--- src/rtl/systolic_setup.sv ---
// systolic_setup: aligns global-buffer words with controller strobes and skews lane j by j cycles
// to form the diagonal wavefront at the PE array edge; bubbles inject valid zeros so tails drain.
module systolic_setup #(
  parameter int N          = 8,
  parameter int DATA_WIDTH = 8,
  parameter int BUF_LAT    = 1
) (
  input  logic                  clk_i,
  input  logic                  rst_ni,
  input  logic                  ensys_i,
  input  logic                  bubble_i,
  input  logic [N*DATA_WIDTH-1:0] data_i,
  output logic [N*DATA_WIDTH-1:0] data_o,
  output logic [N-1:0]          valid_o,
  output logic                  busy_o
);
  logic [BUF_LAT-1:0] en_q, en_d, bub_q, bub_d;
  logic               en_a, bub_a, elem_valid;
  logic [N-1:0]       lane_busy;

  always_comb begin
    en_d  = (en_q << 1) | BUF_LAT'(ensys_i);
    bub_d = (bub_q << 1) | BUF_LAT'(bubble_i);
  end

  assign en_a       = en_q[BUF_LAT-1];
  assign bub_a      = bub_q[BUF_LAT-1];
  assign elem_valid = en_a | bub_a;

  always_ff @(posedge clk_i or negedge rst_ni) begin
    if (!rst_ni) begin
      en_q  <= '0;
      bub_q <= '0;
    end else begin
      en_q  <= en_d;
      bub_q <= bub_d;
    end
  end

  // Lane j is a (j+1)-stage shift register; stage 0 sits in the LSBs, the output stage in the MSBs.
  for (genvar j = 0; j < N; j++) begin : g_lane
    localparam int LW = (j + 1) * DATA_WIDTH;
    localparam int VW = j + 1;
    logic [DATA_WIDTH-1:0] elem;
    logic [LW-1:0]         dat_q, dat_d;
    logic [VW-1:0]         vld_q, vld_d;

    always_comb begin
      elem  = en_a ? data_i[j*DATA_WIDTH +: DATA_WIDTH] : '0;
      dat_d = (dat_q << DATA_WIDTH) | LW'(elem);
      vld_d = (vld_q << 1) | VW'(elem_valid);
    end

    always_ff @(posedge clk_i or negedge rst_ni) begin
      if (!rst_ni) begin
        dat_q <= '0;
        vld_q <= '0;
      end else begin
        dat_q <= dat_d;
        vld_q <= vld_d;
      end
    end

    assign data_o[j*DATA_WIDTH +: DATA_WIDTH] = dat_q[LW-1 -: DATA_WIDTH];
    assign valid_o[j]                         = vld_q[VW-1];
    assign lane_busy[j]                       = |vld_q;
  end

  assign busy_o = |{en_q, bub_q, lane_busy};
endmodule

--- config.mk ---
export PLATFORM = sky130hd
export DESIGN_NAME = systolic_setup
export DESIGN_NICKNAME = d
export VERILOG_FILES = /design/src/rtl/systolic_setup.sv
export SDC_FILE = /design/constraint.sdc
export NUM_CORES = 1
export LEC_CHECK = 0
export BUFFER_PORTS_ARGS = -buffer_cell sky130_fd_sc_hd__buf_2
export CORE_ASPECT_RATIO = 0.8
export CORE_MARGIN = 1
export CORE_UTILIZATION = 30
export CTS_CLUSTER_DIAMETER = 30
export CTS_CLUSTER_SIZE = 30
export DETAILED_ROUTE_END_ITERATION = 8
export SYNTH_ARGS = -nofsm -noshare
export SYNTH_HDL_FRONTEND = slang
export SYNTH_SLANG_ARGS = --single-unit
--- constraint.sdc ---
create_clock -name clk_i -period 1.1 [get_ports clk_i]
set_clock_uncertainty 0.2 [all_clocks]
set_input_delay 0.055 -clock clk_i [delete_from_list [all_inputs] [get_ports clk_i]]
set_output_delay 0.055 -clock clk_i [all_outputs]
set_load 0.02 [all_outputs]
==> Implementation_results.wiki <==
{| class="wikitable"
! Metric !! Value
|-
| Global routing usage summed across all routing layers || 0.117
|-
| Vert. Die Dim || 148 µm
|-
| TritonCTS Sinks || 298
|-
| Switch Pwr || 0.00601 W
|-
| TritonCTS clock tree || yes
|-
| Proportion of power drawn by the clock network || 0.516
|-
| Vias in the first global route || 4584
|-
| Total power || 0.0272 W
|-
| Sum of net half-perimeters after detailed placement || 7660 µm
|-
| Antenna violations before repair || 0
|-
| Unrepaired setup endpoints after global routing || true
|-
| Drt via density || 3.77
|-
| Area taken by multi-input logic gates || 552 µm²
|-
| Cell chain of the critical path || buf_12, or2_4, nand3b_4, buf_6
|-
| Area of the die || 0.0272 mm²
|-
| Cell Pwr Density || 2190 mW/mm²
|-
| Vias after detailed routing || 3954
|-
| Shortest clock period the worst path allows after layout || 1.86 ns
|-
| Kind of launch point of the worst setup path || flop
|-
| Maximum clock insertion buffer count || 3
|-
| Layout overhead on the synthesized area || 56.2%
|-
| Ports || 141
|-
| Summed area of non-filler cells in the final layout || 0.0124 mm²
|-
| Count of TritonRoute iterations in the first routing pass || 4
|-
| Combinational power share || 0.053
|-
| Number of cells produced by synthesis || 374
|-
| Switching Share || 0.221
|-
| Status || finished, violations left
|-
| Core Area || 0.0256 mm²
|-
| Part of the total power dissipated in sequential elements || 0.431
|-
| Largest fanout of any net on the critical path || 2
|-
| Worst path max stage delay || 0.42 ns
|-
| Placed Cells || 878
|-
| Post-synthesis instance area || 0.00795 mm²
|-
| Number of failing setup endpoints in the final timing report || 250
|-
| Final weighted congestion of routability-driven global placement || 0.686
|-
| Number of nets with antenna violations after detailed routing || 0
|-
| Most frequent standard cell in the layout excluding fill and tap cells || sky130_fd_sc_hd__dfrtp_1
|-
| Warnings from Yosys || 0
|-
| Count of non-filler cells in the finished layout || 1048
|-
| Final max-slew violation count || 0
|-
| Number of distinct standard cells referenced by the synthesized netlist || 10
|-
| Number of placement rows || 52
|-
| Arrival time at the worst endpoint || 1.61 ns
|-
| Max stage delay cell, worst path || sky130_fd_sc_hd__dfrtp_2
|-
| IR drop worst, VDD || 1.17 mV
|-
| DP Area || 0.00930 mm²
|-
| Worst setup slack before clock tree synthesis || -0.291 ns
|-
| Internal || 0.0212 W
|-
| Synth Register Bits || 298
|-
| Clock latency on the worst-skew pair || 0.53 ns
|-
| Routed WL per cell || 14.2 µm
|-
| Worst Setup Path Type || flop to primary output
|-
| Worst Max-Slew Pin Slew || 0.471 ns
|-
| Layout cell share with drive strength beyond 1 || 0.429
|-
| Final routed DRC violation total || 0
|-
| Total Wirelength || 14900 µm
|-
| Root buffer selected by CTS || sky130_fd_sc_hd__clkbuf_16
|-
| CP required || 0.84 ns
|-
| Synthesized area divided by synthesized cell count || 21.3 µm²
|-
| Headroom to the max-slew limit || 0.685
|-
| Sequential cell area || 0.00746 mm²
|-
| Wire length of the first global-routing pass || 24000 µm
|-
| Upper clock frequency limit || 537 MHz
|-
| Net count of the finished layout || 727
|-
| Most frequent cells in the layout || sky130_fd_sc_hd__dfrtp_1 (292), sky130_fd_sc_hd__buf_6 (75), sky130_fd_sc_hd__dlygate4sd3_1 (70)
|-
| Effective utilization at floorplan || 0.310
|-
| Share of the yosys chip area belonging to registers || 0.938
|-
| GRT overflow || 0
|-
| Count of H-tree levels built during CTS || 2
|-
| Crit path setup slack, layout || -0.761 ns
|-
| Port buffer count || 140
|-
| Number of inserted diodes || 0
|-
| Maximum number of pins on one net before global-route repair || 65
|-
| Number of max-cap violations || 0
|-
| Type of destination of the critical path || primary output
|-
| Failing checks || negative hold slack, negative setup slack
|-
| Worst Hold Margin || -0.0849 ns
|-
| Synthesized netlist net count || 442
|-
| Number of fill cells || 2119
|-
| Chip width || 184 µm
|-
| Static power due to leakage || 6.10 nW
|-
| Clock transition at path regs || 0.06 ns
|-
| CTS Buf Count || 47
|-
| Hold violation count in the final report || 186
|-
| Fin crit share || 1.69
|-
| Hold WC Path Type || input port to asynchronous set/reset pin
|-
| DR iter-0 viols || 164
|}
[per-layer routing]
layer / wire length, µm / track usage
met1: 5620 / 0.133
met2: 7910 / 0.197
met3: 1010 / 0.0426
met4: 357 / 0.0508
met5: 0 / 0
[flip-flops by register name (all words and copies together) (netlist names)]
name          flops
g_lane.vld_q      8
en_a              1
bub_a             1
g_lane.dat_q    288
[critical path: cells and delay by family, from the launching register on]
family / cells / cell delay [ns]
buffers and inverters: 2 / 0.27
DFF: 1 / 0.42
and+or+nand+nor: 2 / 0.39
[synthesized netlist by cell type]
library cell | instances | area (µm²)
sky130_fd_sc_hd__or2_4 | 1 | 8.76
sky130_fd_sc_hd__nand3b_4 | 1 | 20.0
sky130_fd_sc_hd__buf_2 | 1 | 5.00
sky130_fd_sc_hd__nor4_1 | 1 | 6.26
sky130_fd_sc_hd__buf_4 | 1 | 7.51
sky130_fd_sc_hd__and2_1 | 64 | 400
sky130_fd_sc_hd__nor4_2 | 1 | 12.5
sky130_fd_sc_hd__buf_6 | 1 | 11.3
sky130_fd_sc_hd__clkbuf_2 | 5 | 25.0
sky130_fd_sc_hd__dfrtp_1 | 298 | 7460
[final timing paths]
path | startpoint | endpoint | slack, ns | cells after the start
worst min register to register | g_lane[6].dat_q[33] | g_lane[6].dat_q[41] | 0.14 | 0
worst max-delay path | en_a | busy_o | -0.76 | 4
worst max register to register | en_a | g_lane[4].dat_q[2] | -0.32 | 5
max in group asynchronous | rst_ni | en_a | -0.50 | 5
min in group clk_i | data_i[42] | g_lane[5].dat_q[2] | 0.07 | 3
worst min-delay path | rst_ni | g_lane[5].dat_q[3] | -0.08 | 3
[through the flow]
stage                util  setup TNS, ns
floorplan               -        -0.0640
global placement    0.363          -2.74
global route        0.485         -96.52
detailed placement  0.363          -3.61
CTS                 0.482         -95.12
finish              0.485         -76.68
[timing repair]
action	in CTS	in global routing
hold buffers	70	1
pin swaps	1	0
hold endpoints to repair	364	35
gates resized for setup	184	23
setup endpoints to repair	120	265
setup buffers	6	3
gates cloned	7	1
[kinds of logic (layout without fill, tap and decap cells)]
family                 after synthesis  count (layout)  share of synthesized area
DFF                                298             298                      0.938
and+or+nand+nor                     68              68                     0.0563
buffers and inverters                8             331                    0.00613
[power groups by stage]
stage               Clock, W  Sequential, W  Combinational, W
floorplan                  0         0.0120          0.000115
detailed placement         0         0.0119          0.000876
CTS                   0.0144         0.0117           0.00142
global route          0.0150         0.0118           0.00155
global placement           0         0.0119          0.000848
finish                0.0141         0.0117           0.00143
[area by class of cell]
type | instances | area share
sequential | 298 | 0.601
timing repair buffer | 244 | 0.193
clock buffer | 54 | 0.0992
multi-input combinational | 68 | 0.0444
tap | 351 | 0.0354
clock inverter | 33 | 0.0271
No activity file was read; power rests on OpenSTA's default activity.
